File: src/rtl/rx_bit_timing.sv
// rtl/rx_bit_timing.sv - UART receive bit timing: edge/bit counters and 3-sample majority vote.
module rx_bit_timing #(
   parameter int PRESCALE_W = 6
) (
   input  logic                  clk,
   input  logic                  rst,
   input  logic                  rx_in,
   input  logic [PRESCALE_W-1:0] prescale,
   input  logic                  edg_cnt_en,
   input  logic                  sampler_en,
   output logic [PRESCALE_W-1:0] edg_cnt,
   output logic [3:0]            bit_cnt,
   output logic                  sampled_bit,
   output logic                  sample_done,
   output logic                  cfg_err
);
   localparam logic [PRESCALE_W-1:0] PRE_8  = PRESCALE_W'(8);
   localparam logic [PRESCALE_W-1:0] PRE_16 = PRESCALE_W'(16);
   localparam logic [PRESCALE_W-1:0] PRE_32 = PRESCALE_W'(32);

   logic [PRESCALE_W-1:0] pre_q, pre_d;
   logic                  cfg_err_q, cfg_err_d;
   logic [PRESCALE_W-1:0] edg_q, edg_d;
   logic [3:0]            bit_q, bit_d;
   logic                  s0_q, s0_d, s1_q, s1_d;
   logic                  v0_q, v0_d, v1_q, v1_d;
   logic                  smp_q, smp_d;
   logic                  done_q, done_d;

   logic [PRESCALE_W-1:0] half, pt0, pt1, pt2;
   logic                  wrap, cap_ok, cap0, cap1, cap2, vote, pre_legal;

   always_comb begin
      half      = pre_q >> 1;
      pt0       = half - PRESCALE_W'(2);
      pt1       = half - PRESCALE_W'(1);
      pt2       = half;
      wrap      = edg_cnt_en && (edg_q == pre_q - PRESCALE_W'(1));
      cap_ok    = sampler_en && edg_cnt_en;
      cap0      = cap_ok && (edg_q == pt0);
      cap1      = cap_ok && (edg_q == pt1);
      cap2      = cap_ok && (edg_q == pt2);
      // The third sample is voted straight from rx_in so the result lands at half+1.
      vote      = cap2 && v0_q && v1_q;
      pre_legal = (prescale == PRE_8) || (prescale == PRE_16) || (prescale == PRE_32);
   end

   always_comb begin
      pre_d     = pre_q;
      cfg_err_d = cfg_err_q;
      if (!edg_cnt_en) begin
         if (pre_legal) begin
            pre_d     = prescale;
            cfg_err_d = 1'b0;
         end else begin
            pre_d     = PRE_8;
            cfg_err_d = 1'b1;
         end
      end

      edg_d = '0;
      bit_d = '0;
      if (edg_cnt_en) begin
         edg_d = wrap ? '0 : edg_q + PRESCALE_W'(1);
         bit_d = (wrap && bit_q != 4'd15) ? bit_q + 4'd1 : bit_q;
      end

      s0_d = cap0 ? rx_in : s0_q;
      s1_d = cap1 ? rx_in : s1_q;
      v0_d = v0_q | cap0;
      v1_d = v1_q | cap1;
      if (!edg_cnt_en || vote || wrap) begin
         v0_d = 1'b0;
         v1_d = 1'b0;
      end

      smp_d  = vote ? ((s0_q & s1_q) | (s0_q & rx_in) | (s1_q & rx_in)) : smp_q;
      done_d = vote;
   end

   always_ff @(posedge clk) begin
      if (!rst) begin
         pre_q     <= PRE_8;
         cfg_err_q <= 1'b0;
         edg_q     <= '0;
         bit_q     <= '0;
         s0_q      <= 1'b0;
         s1_q      <= 1'b0;
         v0_q      <= 1'b0;
         v1_q      <= 1'b0;
         smp_q     <= 1'b1;
         done_q    <= 1'b0;
      end else begin
         pre_q     <= pre_d;
         cfg_err_q <= cfg_err_d;
         edg_q     <= edg_d;
         bit_q     <= bit_d;
         s0_q      <= s0_d;
         s1_q      <= s1_d;
         v0_q      <= v0_d;
         v1_q      <= v1_d;
         smp_q     <= smp_d;
         done_q    <= done_d;
      end
   end

   assign edg_cnt     = edg_q;
   assign bit_cnt     = bit_q;
   assign sampled_bit = smp_q;
   assign sample_done = done_q;
   assign cfg_err     = cfg_err_q;
endmodule

File: config.mk
export PLATFORM = sky130hd
export DESIGN_NAME = rx_bit_timing
export DESIGN_NICKNAME = d
export VERILOG_FILES = /design/src/rtl/rx_bit_timing.sv
export SDC_FILE = /design/constraint.sdc
export NUM_CORES = 1
export LEC_CHECK = 0
export CORE_MARGIN = 3
export CORE_UTILIZATION = 50
export DETAILED_ROUTE_END_ITERATION = 12
export PLACE_DENSITY = 0.76
export SLEW_MARGIN = 20
export SYNTH_ARGS = -nofsm -noshare
export SYNTH_HDL_FRONTEND = slang
export SYNTH_SLANG_ARGS = --single-unit
File: constraint.sdc
create_clock -name clk -period 5.26 [get_ports clk]
set_input_delay 0.526 -clock clk [delete_from_list [all_inputs] [get_ports clk]]
set_output_delay 0.526 -clock clk [all_outputs]
set_load 0.01 [all_outputs]
==> summary by stage, run 1 <==
Power and ir drop
Of the total power, the share spent switching nets is 0.231. Of the total power, registers draw 0.623. Dividing total power by cell area gives a power density of 171 nW/µm². The worst vdd rail ir drop is 0.223 mV. The part of the total power dissipated in the clock network is 0.282. For this design the static power due to leakage is 0.000647 µW. The net switching power figure is 66.1 µW.

Of the total power, combinational logic draws 0.096. The cell-internal power is 220 µW.

Drt
The number of vias in the routed layout is 1212. After detailed routing, the average wire length per cell comes to 13.7 µm. The final wirelength is 2900 µm. The detail route stage leaves a number of antenna-violating nets equal to 0.

The number of iterations in the first detailed-routing pass is 4. After detailed routing, the number of vias per cell comes to 5.74. For this block, the initial DRC count from the detailed router was 51. After detailed routing, the number of remaining DRC violations is 0.

Placement
The final estimated routing congestion in global placement is 0.913. Port buffering added 23 buffers. Detailed placement ended at an HPWL of 2220 µm. Once placement completed, the tool counted placed cells totaling 207.

Yosys
For this run, the register share of the synthesized area comes to 0.322. For this run, the leading register cell type out of synthesis is sky130_fd_sc_hd__dfxtp_1. The synthesized instance count is 161.

Averaged over all synthesized cells, the footprint is 8.89 µm². The proportion of register bits with asynchronous set or reset after synthesis is 0. The synthesized design contains 23 register bits. After synthesis the cells add up to 1430 µm². The number of nets produced by synthesis is 179. The number of enable-type register cells in the synthesized netlist is 0.

By area the synthesized netlist is led by sky130_fd_sc_hd__dfxtp_1 (32%), sky130_fd_sc_hd__xor2_1 (8.6%), sky130_fd_sc_hd__ha_1 (6.1%), sky130_fd_sc_hd__xnor2_1 (6.1%), sky130_fd_sc_hd__nor2_1 (4.2%). The share of Yosys cell area claimed by the top area cell type is 0.322. The number of synthesis warnings is 0. Counting distinct cell types in the post-synthesis netlist gives 45. The library cell occupying the most area in the post-synthesis netlist is sky130_fd_sc_hd__dfxtp_1.

Worst setup path
The source of the worst register-to-register timing path is pre_q[2]. The setup slack of the worst register-to-register path is 2960 ps. The largest fanout of any net on the critical path is 8. The critical path in this run is classified as reg -> reg. STA puts the critical path data arrival time at 2480 ps. The destination of the worst register-to-register timing path is v0_q.

The critical path capture point is v0_q. The cell depth of the worst flop-to-flop path is 7. The most critical setup path has its startpoint at pre_q[2]. The sort of element at the start of the critical path is a flop. The endpoint class of the critical path is a flop.

The data required time at the worst endpoint is 5430 ps.

Cells and area
In the layout the commonest cells are sky130_fd_sc_hd__dfxtp_1 (23), sky130_fd_sc_hd__clkdlybuf4s50_1 (23), sky130_fd_sc_hd__nor2_1 (16). For this run, the post-layout net count is 200. Counting the fill cells in the layout gives 226.

The repair_antennas step left the layout with diodes totalling 0. For this run, the number of standard cells in the final layout without fillers is 211. Of the cells placed in the final design, the portion with a size suffix greater than 1 is 0.0608. Relative to the synthesized area, the layout overhead comes to 16.7%.

The area taken by flip-flops and latches is 460 µm². The multi-input logic area is 886 µm².

Run
Max-cap violations in this run came to 0.

Clock network
Post-CTS repair changed the size of 0 cells. The tree is rooted in a sky130_fd_sc_hd__clkbuf_4. In this run, CTS created clock tree buffers numbering 3. Clock latency on the worst-skew pair, taken at its later pin, is 310 ps. The number of clock sinks is 23. The number of buffers inserted by post-CTS setup repair is 0. CTS built an H-tree with a depth of 1. TritonCTS built the clock tree. Clock-pin slew was measured on the worst setup and hold paths at 110 ps. In this run the deepest clock path goes through 2 buffers. The number of hold buffers added after CTS is 0.

Timing
Setup repair after global routing left no endpoint under its margin. The final count of pins violating max slew was 0. At the pin with the least slew margin, the transition time is 632 ps. The final worst-path cycle share is 0.438. Adding up every negative setup slack in the final design gives 0 ps.

The clock period minus worst slack is 2300 ps. Based on the critical path, the design can be clocked at up to 434 MHz. The final setup violation count is 0. The relative slew slack is 0.576. For the final database, setup skew stands at 8.79 ps. The number of hold-slack violations in the final timing report is 0.

Worst hold path
The path class of the tightest hold or removal check is reg -> reg.

Floorplan
During I/O placement, the number of pins put on the boundary was 24. The initial utilization of the core area, before any placement, comes to 0.553. The standard-cell row count is 18. The die covers 3540 µm². In this run the horizontal extent of the chip is 59.5 µm. The floorplan die height is 59.5 µm.

The core region is 2590 µm².

GRT
The first global-routing pass estimated 4940 µm of wire. Entering global routing, the biggest net connects 13 pins. The total overflow left after global routing is 0. The number of global-route vias before repair is 1125. The initial antenna violation count is 0.

For this run, the total global-route usage over all layers was measured as 0.181.

Status
The run finished with clean final reports.
## synthesized netlist by cell type (all sizes together) (5+ instances only)
cell   number
nand3       7
a21oi       5
nand2      10
nor2       16
xor2       14
ha          7
xnor2      10
dfxtp      23
nor3        7
inv         8
buf         5
## power by group through the flow
stage | combinational, µW | clock [µW] | sequential [µW]
after floorplan | 13.9 | 0 | 182
after global placement | 26.7 | 0 | 182
after detailed placement | 27.3 | 0 | 182
after CTS | 27.7 | 84.9 | 178
after global routing | 30.1 | 90.0 | 179
final | 27.4 | 80.5 | 178
## worst max-delay path, cell delays in order (launching register included)
cell,delay [ps]
sky130_fd_sc_hd__dfxtp_1,350
sky130_fd_sc_hd__inv_1,190
sky130_fd_sc_hd__ha_1,280
sky130_fd_sc_hd__a21boi_2,240
sky130_fd_sc_hd__xnor2_1,150
sky130_fd_sc_hd__nand4_2,200
sky130_fd_sc_hd__o31ai_2,610
sky130_fd_sc_hd__nor3_1,140
## worst min-delay path by stage
| stage | endpoint | slack, ps | cells after the start | startpoint |
|---|---|---|---|---|
| finish | s1_q | 490 | 2 | s1_q |
| global placement | s1_q | 450 | 2 | s1_q |
| detailed placement | s1_q | 470 | 2 | s1_q |
| global route | s1_q | 530 | 2 | s1_q |
| CTS | s1_q | 490 | 2 | s1_q |
| floorplan | s1_q | 440 | 2 | s1_q |
## layer usage
layer,vias up,share of wire,wire length (µm),GRT usage
met5,-,0,0,0
met1,562,0.46,1340,0.234
met3,8,0.057,164,0.0436
li1,606,-,-,-
met4,0,0.017,49,0.0633
met2,36,0.46,1350,0.293
## layout make-up
class / instances / share of cell area
tap: 30 / 0.0225
multi-input combinational: 123 / 0.530
inverter: 8 / 0.0180
clock buffer: 4 / 0.0157
timing repair buffer: 23 / 0.138
sequential: 23 / 0.276
## cells by family (layout without fill, tap and decap cells)
kind of cell | Yosys count | count (layout) | share of synthesized area
xor gates and xnor gates | 24 | 24 | 0.147
muxes | 4 | 4 | 0.0280
buffers and inverters | 15 | 35 | 0.0594
adders and majority gates | 8 | 8 | 0.0682
DFF | 23 | 23 | 0.322
AOI/OAI and AO/OA | 25 | 25 | 0.152
and+or+nand+nor | 62 | 62 | 0.224
## per-stage QoR
step                      power (µW)  worst slack [ps]  utilization  cell area [µm²]  hold slack, ps
after floorplan                  196              3240            -             1430             441
after global placement           209              2880        0.635             1640             449
after detailed placement         209              2800        0.635             1640             474
after CTS                        291              2900        0.645             1670             492
after global routing             299              2690        0.645             1670             528
final                            286              2960        0.645             1670             485
## flip-flops by register name, indices dropped and copies added (netlist names)
name         flops
s1_q             1
v0_q             1
edg_cnt          6
pre_q            6
bit_cnt          4
s0_q             1
sampled_bit      1
cfg_err          1
sample_done      1
v1_q             1
(Power assumes the default switching activity.)
==> run 2, diff against run 1 <==
==> constraint.sdc (replaced) <==
create_clock -name clk -period 2.3 [get_ports clk]
set_input_delay 0.23 -clock clk [delete_from_list [all_inputs] [get_ports clk]]
set_output_delay 0.23 -clock clk [all_outputs]
set_load 0.01 [all_outputs]
==> summary by stage, run 2 (synthesis results as in run 1) <==
Cells and area
The finished cells cover 1710 µm². Summing all flip-flop and latch instances after layout gives 460 µm². The final core utilization is 0.660. In the layout the commonest cells are sky130_fd_sc_hd__dfxtp_1 (23), sky130_fd_sc_hd__clkdlybuf4s50_1 (23), sky130_fd_sc_hd__nor2_1 (16). In the final layout, the share of cells above drive strength 1 is 0.0968. Summing all multi-input logic gate instances after layout gives 888 µm². The repair_antennas step left the layout with diodes totalling 0. Compared with the post-synthesis result, the final layout area differs by 19.5%. The layout has 222 filler cells.

The final-stage net count is 205.

Drt
The number of remaining DRC errors is 0. For this block, wires on met1 add up to 1400 µm. In the detailed route, the total length drawn on met3 is 142 µm. The detailed router finished its first iteration with 40 violations. The number of vias per cell after detailed routing is 5.71. The final wirelength is 3110 µm. The number of iterations in the first detailed-routing pass is 4. The sum of met2 wire segment lengths after detailed routing is 1540 µm. The routed layout has 1234 vias.

Once detail routing completed, the nets flagged for antenna violations numbered 0. After detailed routing, the average wire length per cell comes to 14.4 µm. In this run the top signal layer used is met4.

Worst setup path
Together, buffers and inverters on the worst path number 1. On the critical path, the stage with the largest delay is an instance of sky130_fd_sc_hd__dfxtp_1. The worst setup path is captured at a flop. In this design, the largest share of critical-path delay is due to compound AO/OA/AOI/OAI gates. The worst setup path is launched from a flop. In this run the worst path has a maximum fanout of 7. Traced cell by cell, the critical path runs through inv_2 > ha_1 > o21ba_1 > a221o_1 > a2111oi_4 > mux2i_1 > nor2b_1.

The critical path in this run is classified as reg -> reg. Tracing the worst setup path back leads to its startpoint at pre_q[2]. Data on the critical path is required at its endpoint by 2510 ps. The source of the worst register-to-register timing path is pre_q[2]. The data arrival time of the worst path is 2380 ps. The largest single stage delay on the critical path is 410 ps.

Power and ir drop
The share of total power dissipated in combinational logic is 0.101. The share of total power dissipated in sequential elements is 0.617. Of the total power, the clock network draws 0.282.

The net switching power figure is 154 µW. Across the VDD grid, the largest voltage drop is 0.381 mV. Internal power comes to 506 µW. Power spread over the standard cell area amounts to 385 nW/µm². The net switching share of the total power is 0.233.

For this design the static power due to leakage is 0.000670 µW.

Timing
The final count of pins violating max slew came to 0. The setup skew after layout is 4.00 ps. The relative slew slack is 0.707.

Setup violations remaining at the end of the flow were counted as 0. Of the available clock period, the critical path in the final layout requires 0.941. Setup repair after global routing left no endpoint under its margin. The maximum clock frequency is 462 MHz. The clock period could shrink to 2160 ps. The number of hold-slack violations in the final timing report was 0. Summed over all failing endpoints, the final setup total negative slack is 0 ps. The pin slew with the least headroom to its limit is 438 ps.

Clock network
The H-tree level count is 1. The number of clock sinks is 23. The library cell used as clock root buffer is sky130_fd_sc_hd__clkbuf_4. The clock tree buffer depth is 2. The insertion delay of the later-clocked pin in the worst-skew pair is 310 ps. The clock tree from TritonCTS is built. The CTS buffer count is 3. After clock tree synthesis, the clock-pin slew on the worst setup and hold paths is 120 ps.

Floorplan
The die is 59.5 µm tall. The core area is 2590 µm². The effective utilization at floorplan is 0.553.

The area of the die is 3540 µm². The standard-cell row count is 18. During I/O placement, the number of pins put on the boundary was 24. The die is 59.5 µm wide.

Status
The flow ran to the end, and the final reports show no timing, DRC or antenna violations.

Placement
Buffers placed on the I/O ports in this run total 23. The final HPWL from detailed placement is 2480 µm. The final estimated routing congestion in global placement is 0.874. The placed cell area is 1680 µm².

GRT
The wire length of the first global-routing pass is 5350 µm. After global routing the overflow that remains totals 0. The aggregate global-route resource usage is 0.197. The largest net degree at the start of global routing is 13.

The initial antenna violation count was 0. The number of global-route vias before repair is 1255.

Run
Max-cap violations in this run came to 0.

Worst hold path
The worst hold path belongs to the class reg -> reg. The worst hold path begins at s1_q.
-- run 2: changes by cell type in the layout (fill, tap and decap cells not counted), sizes merged --
cell and change:
buf +5
-- run 2: final cells by class --
cell class | instances | share of cell area
sequential | 23 | 0.269
timing repair buffer | 28 | 0.157
multi-input combinational | 123 | 0.519
inverter | 8 | 0.0176
tap | 30 | 0.0219
clock buffer | 4 | 0.0154
-- run 2: layer usage --
metal / vias up / GRT usage
met5: - / 0
met4: 0 / 0.0538
met3: 4 / 0.0414
met2: 31 / 0.365
met1: 586 / 0.226
li1: 613 / -
-- run 2: power by group through the flow --
stage,logic [µW],clock network [µW],registers (µW)
floorplan,31.7,0,416
global placement,64.4,0,416
detailed placement,66.2,0,416
CTS,66.6,197,407
global route,71.7,219,408
finish,66.3,186,407
-- run 2: worst paths after layout --
kind                to  slack [ps]  cells past startpoint
setup / recovery  s0_q         140                      7
hold / removal    s1_q         490                      2
setup reg to reg  s0_q         140                      7
hold reg to reg   s1_q         490                      2
-- run 2: repair_timing --
action,in CTS,in global routing
hold endpoints to repair,0,0
setup buffers,0,0
hold buffers,0,0
gates resized for setup,0,2
endpoints found under the setup margin,0,4
-- run 2: per-stage QoR --
stage | worst slack, ps | power (µW) | std cells | hold slack [ps]
final | 136 | 659 | 216 | 487
after global routing | 9.53 | 699 | 216 | 505
after CTS | 32.9 | 670 | 216 | 489
after detailed placement | 69.2 | 482 | 212 | 467
after global placement | 205 | 480 | 212 | 450
after floorplan | 280 | 448 | 161 | 369
-- run 2: worst min-delay path, delay by kind of cell, from the launching register on --
family / cells / cell delay, ps
AND/OR/NAND/NOR: 1 / 50
multiplexers: 1 / 60
flip-flops: 1 / 330
==> run 3, diff against run 2 <==
--- a/config.mk
+++ b/config.mk
@@ -5,10 +5,9 @@
 export SDC_FILE = /design/constraint.sdc
 export NUM_CORES = 1
 export LEC_CHECK = 0
-export CORE_MARGIN = 3
-export CORE_UTILIZATION = 50
+export CORE_UTILIZATION = 40
+export CTS_CLUSTER_DIAMETER = 60
 export DETAILED_ROUTE_END_ITERATION = 12
-export PLACE_DENSITY = 0.76
 export SLEW_MARGIN = 20
 export SYNTH_ARGS = -nofsm -noshare
 export SYNTH_HDL_FRONTEND = slang
==> summary by stage, run 3 (synthesis results as in run 1) <==
Timing
The number of hold-slack violations in the final timing report came to 0. Setup violations remaining at the end of the flow were counted as 0. The pin slew with the least headroom to its limit is 409 ps. The final count of pins violating max slew is 0.

The clock period minus worst slack is 2140 ps. The maximum clock frequency is 467 MHz. Setup repair after global routing left no endpoint under its margin. Of the available clock period, the critical path in the final layout requires 0.931. The setup skew after layout is 6.82 ps.

In this run the tightest slew margin relative to its limit is 0.727. The post-route setup TNS is 0 ps.

Floorplan
The floorplan step set the die height to 61.8 µm. Measured along the x axis, the die boundary spans 61.8 µm. The effective utilization at floorplan is 0.422.

The area of the die is 3820 µm². The count of pins on the block boundary is 24. The core area is 3390 µm².

In this run the core area contains 21 standard-cell rows.

Worst setup path
The data required time at the worst endpoint is 2550 ps. The path type of the worst setup path is reg -> reg. The worst register-to-register path begins at pre_q[2]. The worst setup path is captured at a flop. The data arrival time of the worst path is 2390 ps. The setup slack of the worst register-to-register path is 160 ps. The destination of the worst register-to-register timing path is bit_cnt[2].

The largest fanout of any net on the critical path is 7. The worst setup path is launched from a flop. The cell depth of the worst flop-to-flop path is 7.

Cells and area
The multi-input combinational cells in the finished layout cover a total of 888 µm². The area growth from synthesis to layout is 21.4%. The layout filler cell count is 318. The diode insertion count for antenna repair is 0. Of the cells placed in the final design, the portion with a size suffix greater than 1 is 0.102. The final standard cell count with taps included and fillers excluded is 233.

The top cell types in the final layout, fill and taps aside, are sky130_fd_sc_hd__dfxtp_1 (23), sky130_fd_sc_hd__clkdlybuf4s50_1 (23), sky130_fd_sc_hd__nor2_1 (16). The final-stage net count is 206. The sequential cells in the finished layout cover a total of 460 µm².

Drt
After detailed routing, the average wire length per cell comes to 12.3 µm. Before antenna repair, the detailed router went through 4 iterations. Once detail routing completed, the nets flagged for antenna violations numbered 0.

Summed over all layers, the routed wires come to 2870 µm. For this block, the initial DRC count from the detailed router was 36. The number of vias in the routed layout is 1196. After detailed routing, the number of remaining DRC violations is 0. In the routed layout, each cell is associated on average with a via count of 5.13.

Clock network
After clock tree synthesis, the clock-pin slew on the worst setup and hold paths is 130 ps. No sink is reached through more buffers than the 2 on the longest clock path. The number of clock buffers added by TritonCTS is 3. The clock tree from TritonCTS is built.

The insertion delay of the later-clocked pin in the worst-skew pair is 320 ps. The H-tree level count is 1. Once the clock tree was built, the setup fixing pass inserted 0 buffers. The tree is rooted in a sky130_fd_sc_hd__clkbuf_4. The clock net in this run drives a total of 23 sinks.

GRT
The aggregate global-route resource usage is 0.167. The initial antenna violation count is 0. The wire length of the first global-routing pass is 4650 µm. The number of global-route vias before repair was 1066. Entering global routing, the biggest net connects 13 pins. Summed over all layers, the global routing overflow is 0.

Placement
At the end of routability-driven placement, the weighted congestion stood at 0.870. The number of buffers added on ports is 23. Detailed placement finished with a half-perimeter wire length of 2240 µm. In this run, placement finished with an instance count of 229.

Power and ir drop
For this design the ratio of total power to cell area is 382 nW/µm². The worst vdd rail ir drop is 0.189 mV. The completed layout was analyzed and its total power is 664 µW. The analysis attributes to cell leakage a power of 0.000675 µW.

Status
The run finished with clean final reports.

Worst hold path
The hold path startpoint is s1_q. The endpoint with the worst hold slack is s1_q. The cell depth of the worst min-delay path is 2.

The worst min-delay path class is reg -> reg.

Run
The max-cap violation count is 0.
-- run 3: layout make-up --
| cell class | instances | share of cell area |
|---|---|---|
| clock buffer | 4 | 0.0151 |
| sequential | 23 | 0.265 |
| multi-input combinational | 123 | 0.511 |
| inverter | 8 | 0.0173 |
| timing repair buffer | 29 | 0.158 |
| tap | 46 | 0.0331 |
-- run 3: worst max path at each step --
| stage | endpoint | startpoint | slack, ps |
|---|---|---|---|
| after floorplan | s0_q | pre_q[2] | 280 |
| after global placement | bit_cnt[2] | pre_q[2] | 190 |
| after detailed placement | bit_cnt[2] | pre_q[2] | 100 |
| after CTS | bit_cnt[2] | pre_q[2] | 40 |
| after global routing | bit_cnt[2] | pre_q[1] | 10 |
| final | bit_cnt[2] | pre_q[2] | 160 |
-- run 3: critical path, stage by stage (launching register included) --
cell,delay [ps]
sky130_fd_sc_hd__dfxtp_1,360
sky130_fd_sc_hd__inv_2,120
sky130_fd_sc_hd__ha_2,240
sky130_fd_sc_hd__a21boi_2,230
sky130_fd_sc_hd__xnor2_1,160
sky130_fd_sc_hd__nand4_2,210
sky130_fd_sc_hd__or4b_1,540
sky130_fd_sc_hd__a221oi_2,220
-- run 3: per-stage QoR --
| stage | instance area (µm²) | utilization | setup slack, ps | hold slack (ps) |
|---|---|---|---|---|
| 6_report | 1740 | 0.513 | 158 | 479 |
| 5_1_grt | 1740 | 0.513 | 13.5 | 510 |
| 4_1_cts | 1740 | 0.512 | 41.9 | 486 |
| 3_5_place_dp | 1710 | 0.504 | 99.2 | 468 |
| 3_3_place_gp | 1710 | 0.504 | 192 | 450 |
| 2_1_floorplan | 1430 | - | 280 | 369 |
-- run 3: per-layer routing --
| metal | track usage | routed length (µm) |
|---|---|---|
| met1 | 0.214 | 1410 |
| met2 | 0.281 | 1350 |
| met3 | 0.0248 | 78 |
| met4 | 0.0698 | 25 |
| met5 | 0 | 0 |
-- run 3: power breakdown --
part	switching (µW)	internal, µW	total [µW]	leakage (µW)
Sequential	4.99	402	407	0.000186
Clock	122	67.9	190	0.0000150
Combinational	29.9	37.1	67.0	0.000474
Total	157	507	664	0.000675
-- run 3: timing repair --
action / in CTS / in global routing
resized for setup: 0 / 2
endpoints found under the setup margin: 0 / 1
hold buffers: 0 / 0
endpoints found under the hold margin: 0 / 0
